**src/rtl/tlb_lookup_unit.sv**
```systemverilog
// tlb_lookup_unit: registered MIPS-style joint TLB with lookup, TLBWI/TLBWR, TLBP, TLBR and Wired-aware Random
module tlb_lookup_unit #(
    parameter int ENTRIES = 16,
    localparam int IDX_W = $clog2(ENTRIES)
) (
    input  logic             clk,
    input  logic             rst,
    input  logic             lookupReq,
    input  logic [31:0]      virtAddr,
    input  logic [7:0]       nowASID,
    output logic             respValid,
    output logic [31:0]      phyAddr,
    output logic             miss,
    output logic             valid,
    output logic             dirt,
    output logic             bypassCache,
    output logic [IDX_W-1:0] matchWhich,
    input  logic             wrEn,
    input  logic             wrRandom,
    input  logic [IDX_W-1:0] wrIndex,
    input  logic [85:0]      wrEntry,
    input  logic             probeReq,
    input  logic [26:0]      probeHi,
    output logic             probeDone,
    output logic             probeMiss,
    output logic [IDX_W-1:0] probeIndex,
    input  logic             rdReq,
    input  logic [IDX_W-1:0] rdIndex,
    output logic             rdDone,
    output logic [85:0]      rdEntry,
    input  logic [IDX_W-1:0] wired,
    output logic [IDX_W-1:0] randomIdx
);
    localparam logic [IDX_W-1:0] TOP = IDX_W'(ENTRIES - 1);

    logic [85:0]        mem [ENTRIES];
    logic [ENTRIES-1:0] present;
    logic               lk_hit, pb_hit, page;
    logic [IDX_W-1:0]   lk_idx, pb_idx, wr_tgt;
    logic [23:0]        pfn;
    logic [2:0]         cf;

    // descending scan so the lowest matching index is the last one assigned
    always_comb begin
        lk_hit = 1'b0;
        lk_idx = '0;
        pb_hit = 1'b0;
        pb_idx = '0;
        for (int i = ENTRIES - 1; i >= 0; i--) begin
            if (present[i] && mem[i][70:52] == virtAddr[31:13] && (mem[i][79:72] == nowASID || mem[i][71])) begin
                lk_hit = 1'b1;
                lk_idx = IDX_W'(i);
            end
            if (present[i] && mem[i][70:52] == probeHi[18:0] && (mem[i][79:72] == probeHi[26:19] || mem[i][71])) begin
                pb_hit = 1'b1;
                pb_idx = IDX_W'(i);
            end
        end
    end

    assign page   = virtAddr[12];
    assign pfn    = page ? mem[lk_idx][51:28] : mem[lk_idx][25:2];
    assign cf     = page ? mem[lk_idx][82:80] : mem[lk_idx][85:83];
    assign wr_tgt = wrRandom ? randomIdx : wrIndex;

    always_ff @(posedge clk) begin
        if (rst) begin
            present <= '0;
            for (int i = 0; i < ENTRIES; i++) mem[i] <= '0;
        end else if (wrEn) begin
            present[wr_tgt] <= 1'b1;
            mem[wr_tgt]     <= wrEntry;
        end
    end

    always_ff @(posedge clk) begin
        if (rst) randomIdx <= TOP;
        else randomIdx <= (randomIdx <= wired) ? TOP : randomIdx - 1'b1;
    end

    always_ff @(posedge clk) begin
        if (rst) begin
            respValid   <= 1'b0;
            phyAddr     <= '0;
            miss        <= 1'b1;
            valid       <= 1'b0;
            dirt        <= 1'b0;
            bypassCache <= 1'b0;
            matchWhich  <= '0;
        end else begin
            respValid <= lookupReq;
            if (lookupReq) begin
                phyAddr     <= {lk_hit ? pfn[19:0] : 20'b0, virtAddr[11:0]};
                miss        <= ~lk_hit;
                valid       <= lk_hit & (page ? mem[lk_idx][26] : mem[lk_idx][0]);
                dirt        <= lk_hit & (page ? mem[lk_idx][27] : mem[lk_idx][1]);
                bypassCache <= lk_hit & (cf == 3'd2);
                matchWhich  <= lk_hit ? lk_idx : '0;
            end
        end
    end

    always_ff @(posedge clk) begin
        if (rst) begin
            probeDone  <= 1'b0;
            probeMiss  <= 1'b1;
            probeIndex <= '0;
            rdDone     <= 1'b0;
            rdEntry    <= '0;
        end else begin
            probeDone <= probeReq;
            rdDone    <= rdReq;
            if (probeReq) begin
                probeMiss  <= ~pb_hit;
                probeIndex <= pb_idx;
            end
            if (rdReq) rdEntry <= mem[rdIndex];
        end
    end
endmodule

```
**config.mk**
```make
export PLATFORM = sky130hd
export DESIGN_NAME = tlb_lookup_unit
export DESIGN_NICKNAME = d
export VERILOG_FILES = /design/src/rtl/tlb_lookup_unit.sv
export SDC_FILE = /design/constraint.sdc
export NUM_CORES = 2
export LEC_CHECK = 0
export CORE_ASPECT_RATIO = 0.8
export CORE_MARGIN = 5
export CORE_UTILIZATION = 35
export CTS_CLUSTER_SIZE = 30
export DETAILED_ROUTE_END_ITERATION = 8
export PLACE_DENSITY = 0.6
export SLEW_MARGIN = 20
export SYNTH_ARGS = -nofsm -noshare
export SYNTH_HDL_FRONTEND = slang
export SYNTH_SLANG_ARGS = --single-unit
```
**constraint.sdc**
```tcl
create_clock -name clk -period 11.3 [get_ports clk]
set_clock_uncertainty 0.05 [all_clocks]
set_input_delay 2.26 -clock clk [delete_from_list [all_inputs] [get_ports clk]]
set_output_delay 2.26 -clock clk [all_outputs]
set_load 0.01 [all_outputs]
```
Word-level counts from Yosys, hierarchy flattened
Memories as Yosys holds them, arrays and structs flattened. A register that Yosys moved wholly into a read port is not among the register bits.
Cells that the tools add are included.
Storage, ports and cells
  output and inout bits: 138
  memories: 1
  RAM bits: 1376
  register bits after elaboration: 68
  word-level logic and storage cells: 269
  input port bits: 172
Memories
  mem: depth 16, bits a word 86, read ports 18, clocked after Yosys merged registers in 1, wr ports 16, line 36  | logic [85:0] mem [ENTRIES];
Operators by class
  mux-type cells: 81
  $add $sub $neg: 1
  bitwise operators: 6
  $lt $le $gt $ge: 3
  reduce and logical (&&, ||, !) cells: 99
  equal/unequal tests: 65
Operators with widths (count)
  $eq A19 B19 Y1: 32
  $eq A8 B8 Y1: 32
  $mux W4: 35
  $mux W86: 1
  $reduce_or A86 Y1: 1
  $logic_and A1 B1 Y1: 65
  $mux W1: 41
  $mux W20: 2
  $logic_or A1 B1 Y1: 32
  $or A16 B16 Y16: 1
  $lt A4 B5 Y1 const B: 1
  $demux W1 S4: 1
  $ge A4 B1 Y1 const B: 1
  $le A4 B4 Y1: 1
  $sub A4 B1 Y4 const B: 1
  $and A1 B1 Y1: 3
  $eq A3 B2 Y1 const B: 1
  $mux W3: 1
  $not A1 Y1: 2
  $reduce_or A2 Y1: 1

Logic depth before layout (Yosys ltp)
An unclocked memory read counts as a cell.
  word-level depth: 24
  gate-level depth with buffers: 18
  mapped depth without buffers: 12

Least setup slack after synthesis
OpenSTA, ideal clock, no wires.
  path type: in2reg
  start: input wrRandom
  end: memory mem[0][0] (enable)
  setup time: 0.649 ns
  data required time: 10.601 ns
  setup slack: 1.415 ns
  arrival time: 9.186 ns
  stages: 5
  path buffers: 1
  cell sequence: clkbuf_1 > mux2_2 > nor2_1 > nand2_1 > o21ai_0
RTL lines
  from (decl): line 19  | input logic wrRandom,
  to (decl): line 36

Worst setup path after layout
  start: input nowASID[1]
  end: register phyAddr[22]
Between the ends
  longest elaborated chain between the ends: 22
  elaborated cells on any way between the ends: 83
  classes of those cells: eq/ne: 16; mux: 34; reduce/logical: 32; memory: 1
RTL lines
  from (decl): line 10  | input logic [7:0] nowASID,
  $eq A8 B8 Y1: line 50  | if (present[i] && mem[i][70:52] == virtAddr[31:13] && (mem[i][79:72] == nowASID || mem[i][71])) begin
  $logic_or A1 B1 Y1: line 50
  $logic_and A1 B1 Y1: line 50
  $mux W4 (16 in series): line 50
  $mem_v2 Z16 W86
  $mux W20: line 62  | assign pfn = page ? mem[lk_idx][51:28] : mem[lk_idx][25:2];
  $mux W20 *: line 93  | phyAddr <= {lk_hit ? pfn[19:0] : 20'b0, virtAddr[11:0]};
  to (signal assigned): line 93
  to (decl): line 12  | output logic [31:0] phyAddr,
Every way passes the cells marked *; elsewhere a longest branch is shown, timed or not.
A chain may end at the register's enable or synchronous reset.

==> impl_metrics.toml <==
[status]
outcome = "finished clean"

[global_route]
grt_first_pass_wirelength_um = 492000
grt_use_total_pct = 27.71
grt_antenna_before_repair = 54
grt-ovfl-total = 0
maximum_number_of_pins_on_one_net_before_global_route_repair = 135
first_global_vias = 56438

[sta]
unrepaired_setup_endpoints_after_global_routing = "false"
worst_slack_ns = 3.799
final_hold_viol_count = 0
max_freq_mhz = 133.3
finalCritPeriodShare_pct = 66.38
setup_viol = 0
tightestPinTransition_ns = 1.288
tightest_slew_margin_relative_to_the_limit_pct = 13.22
maxSlewViolCount = 0
finalSetupTns_ns = 0
finalWorstPathRequiredPeriod_ns = 7.501

[floorplanning]
design.die.area_um2 = 252700
coreArea_um2 = 241100
die-width_um = 560.8
std_cell_rows = 161
start_util_pct = 35.22
fp.dieH_um = 450.6
num_io_pins = 310

[logic_synthesis]
synth.net_count = 6764
largest_family_of_logic_cells_by_synthesized_area = "simple AND/OR/NAND/NOR gates"
adder_cell_area_share_of_the_yosys_netlist_pct = 0.07366
synth.ff_latch_count = 1530
synth.lib_cells_used.distinct = 71
postSynth.topFlopCell = "sky130_fd_sc_hd__edfxtp_1"
synth_edf_count = 1376
yosys-mux-area-fraction_pct = 16.29
seq_area_frac_synth_pct = 52.28
synth_async_sr_flop_share_pct = 0
synthesis.yosys.warnings = 0
syn_inst = 6587
post_synth_instance_area_um2 = 84940
avg_cell_area_syn_um2 = 12.89
synth_compound_area_share_pct = 2.954
area_share_of_and_or_nand_nor_cells_after_synthesis_pct = 16.49
synthXorXnorAreaFrac_pct = 8.930

[run]
reported_max_cap_violation_count = 0

[clocking]
cts-hold-fix-buffers = 0
clock_latency_on_the_worst_skew_pair_ns = 0.86
htree_num_levels = 4
cts_root_buf = "sky130_fd_sc_hd__clkbuf_16"
cts_tree = "built"
numClockSinks = 1530
cts-resized-gates = 0
cts_setup_buffers = 0
numCtsBuffers = 176
maximum_buffer_depth_of_the_clock_tree = 4
clk_pin_slew_worst_paths_ns = 0.06

[layout]
filler_cell_count = 22218
multi_input_comb_area_um2 = 38380
finalNetCount = 6833
synthToLayoutAreaGrowth_pct = 14.24
final_layout_size_suffix_gt1_share_pct = 14.53
register_area_um2 = 44400
fin_area_um2 = 97030

[power_and_ir_drop]
power.density_cell_area_nw_per_um2 = 144.6
power.switching_mw = 3.670
static-leakage-power_nw = 34.63
comb_power_share_pct = 11.2
power.clock.fraction_pct = 41.6
cellInternalPower_mw = 10.36
power_frac_seq_pct = 47.2
totalPowerFinal_mw = 14.03
ir_worst_vdd_uv = 129.4
power.share.switching_pct = 26.16

[placement]
dpl_cell_area_um2 = 91230
globalplace.congestion = 0.9876
detailedPlace.worstSlack_ns = 3.199
port_buffers = 309
hpwlAfterDp_um = 229300

[worst_setup_path]
worstPathArrival_ns = 8.19
worst-path-buf-inv = 3
critPathRequiredTime_ns = 11.99
crit_path_category = "in2reg"
worst-path-max-fanout = 56
slowest_stage = "sky130_fd_sc_hd__a22oi_1"
crit_path_end_kind = "register"
regToRegSetupSlack_ns = 5.46
start_kind = "input port"
timing.critical_path.max_delay_family = "compound AO/OA/AOI/OAI gates"
max_stage_delay_ns = 0.88
crit_path_cell_trace = "clkdlybuf4s50_1 -> buf_4 -> xor2_1 -> nor4_1 -> a21oi_1 -> or4_1 -> o211ai_1 -> a31oi_1 -> o32ai_4 -> buf_12 -> mux2i_1 -> mux2i_1 -> a22oi_1 -> o211ai_1 -> a211o_1"

[route]
drtIter0Drc = 10164
routed_via_density = 5.974
wl_per_cell_um = 36.20
first_pass_iters = 6
finalWirelength_um = 361600
drt_drc_violations_left = 0
postRouteAntennaNets = 0
num_vias = 59670

[hold_path]
worst_hold_check_path_type = "reg2reg"
==> final cells by class <==
cell class                      instances  area share (%)
Sequential cell                      1530           45.76
Clock inverter                         68          0.7698
Clock buffer                          246           5.099
Antenna cell                           19         0.04900
Multi-Input combinational cell       4467           39.56
Tap cell                             3178           4.098
Inverter                               18         0.06963
Timing Repair Buffer                  463           4.593
==> registers in the layout, indices dropped and copies added (netlist names), 4 cells and up <==
signal      cells
matchWhich      4
mem          1376
phyAddr        32
present        16
probeIndex      4
randomIdx       4
rdEntry        86
==> worst reg2reg max path, stage by stage, from the launching register on <==
cell                       delay, ns
sky130_fd_sc_hd__edfxtp_1       0.50
sky130_fd_sc_hd__xor2_1         0.20
sky130_fd_sc_hd__nor4_1         0.44
sky130_fd_sc_hd__a21oi_1        0.36
sky130_fd_sc_hd__or4_1          0.85
sky130_fd_sc_hd__nand2_1        0.14
sky130_fd_sc_hd__a21boi_1       0.11
sky130_fd_sc_hd__o32ai_4        0.81
sky130_fd_sc_hd__buf_12         0.41
sky130_fd_sc_hd__mux2i_1        0.35
sky130_fd_sc_hd__mux2i_1        0.14
sky130_fd_sc_hd__a22oi_1        0.89
sky130_fd_sc_hd__o211ai_1       0.19
sky130_fd_sc_hd__a211o_1        0.32
==> cell usage after synthesis (23+ instances only) <==
| cell | n | area share [%] |
|---|---|---|
| sky130_fd_sc_hd__or3_1 | 45 | 0.33 |
| sky130_fd_sc_hd__buf_1 | 42 | 0.19 |
| sky130_fd_sc_hd__buf_2 | 59 | 0.35 |
| sky130_fd_sc_hd__nor4_1 | 207 | 1.5 |
| sky130_fd_sc_hd__mux4_2 | 430 | 11 |
| sky130_fd_sc_hd__o22a_1 | 23 | 0.24 |
| sky130_fd_sc_hd__mux2i_1 | 309 | 3.6 |
| sky130_fd_sc_hd__edfxtp_1 | 1376 | 49 |
| sky130_fd_sc_hd__nor2_1 | 164 | 0.72 |
| sky130_fd_sc_hd__nand2_1 | 320 | 1.4 |
| sky130_fd_sc_hd__xor2_1 | 627 | 6.5 |
| sky130_fd_sc_hd__a21oi_1 | 66 | 0.39 |
| sky130_fd_sc_hd__or4_1 | 29 | 0.26 |
| sky130_fd_sc_hd__and2_1 | 1378 | 10 |
| sky130_fd_sc_hd__nand4_1 | 86 | 0.63 |
| sky130_fd_sc_hd__o211ai_1 | 48 | 0.42 |
| sky130_fd_sc_hd__xnor2_1 | 239 | 2.5 |
| sky130_fd_sc_hd__dfxtp_1 | 154 | 3.6 |
| sky130_fd_sc_hd__mux2_2 | 43 | 0.57 |
| sky130_fd_sc_hd__buf_4 | 36 | 0.32 |
| sky130_fd_sc_hd__a22oi_1 | 27 | 0.24 |
| sky130_fd_sc_hd__o21ai_0 | 71 | 0.42 |
| sky130_fd_sc_hd__nand3_1 | 78 | 0.46 |
| sky130_fd_sc_hd__clkbuf_1 | 420 | 1.9 |
| sky130_fd_sc_hd__mux2_1 | 26 | 0.34 |
==> layout by cell type (no fill, tap or decap), types with 45 or more instances in the layout <==
master / netlist / layout
sky130_fd_sc_hd__a21oi_1: 66 / 66
sky130_fd_sc_hd__and2_1: 1378 / 1377
sky130_fd_sc_hd__buf_4: 36 / 129
sky130_fd_sc_hd__clkbuf_1: 420 / 51
sky130_fd_sc_hd__clkbuf_16: 0 / 184
sky130_fd_sc_hd__clkdlybuf4s50_1: 0 / 277
sky130_fd_sc_hd__dfxtp_1: 154 / 154
sky130_fd_sc_hd__edfxtp_1: 1376 / 1376
sky130_fd_sc_hd__mux2i_1: 309 / 308
sky130_fd_sc_hd__mux4_2: 430 / 430
sky130_fd_sc_hd__nand2_1: 320 / 320
sky130_fd_sc_hd__nand3_1: 78 / 78
sky130_fd_sc_hd__nand4_1: 86 / 86
sky130_fd_sc_hd__nor2_1: 164 / 145
sky130_fd_sc_hd__nor4_1: 207 / 202
sky130_fd_sc_hd__o211ai_1: 48 / 48
sky130_fd_sc_hd__o21ai_0: 71 / 51
sky130_fd_sc_hd__or3_1: 45 / 45
sky130_fd_sc_hd__xnor2_1: 239 / 239
sky130_fd_sc_hd__xor2_1: 627 / 627
==> metrics by stage <==
step	cells	util (%)	hold WS, ns
global route	9976	40.23	0.4129
finish	9989	40.24	0.3940
CTS	9968	40.20	0.3947
global placement	9651	37.80	0.3801
detailed placement	9654	37.83	0.3783
floorplan	6587	-	0.3830
==> final timing paths <==
| check | from | end | depth (start not counted) |
|---|---|---|---|
| setup / recovery | nowASID[1] | phyAddr[22]$_SDFFE_PP0P_ | 15 |
| hold reg to reg | randomIdx[0]$_SDFF_PP1_ | randomIdx[0]$_SDFF_PP1_ | 1 |
| hold / removal | randomIdx[0]$_SDFF_PP1_ | randomIdx[0]$_SDFF_PP1_ | 1 |
| setup reg to reg | mem[7][77]$_SDFFCE_PN0P_ | phyAddr[22]$_SDFFE_PP0P_ | 13 |
==> power by group through the flow <==
stage	clock, mW	sequential [mW]	combinational, mW
after floorplan	0	6.69	0.858
after global placement	0	6.72	1.55
after detailed placement	0	6.73	1.54
after CTS	5.91	6.61	1.55
after global routing	6.14	6.64	1.63
final	5.83	6.62	1.58
==> metal layers <==
metal  vias up  global-route usage (%)  part of all wire, %
met5         -                       0                0.028
met4        16                   5.854                  2.2
met3       380                   9.588                   14
met2      4109                   38.05                   40
met1     30907                   41.82                   44
li1      24258                       -                    -
==> cell families (layout without fill, tap and decap cells) <==
logic type | after synthesis | in the layout
other | 0 | 19
adders and majority gates | 5 | 5
muxes | 827 | 827
buffers and inverters | 590 | 795
DFF | 1530 | 1530
AOI/OAI and AO/OA | 357 | 357
xor gates and xnor gates | 866 | 866
and+or+nand+nor | 2412 | 2412
Power figures use the tool's default switching activity.
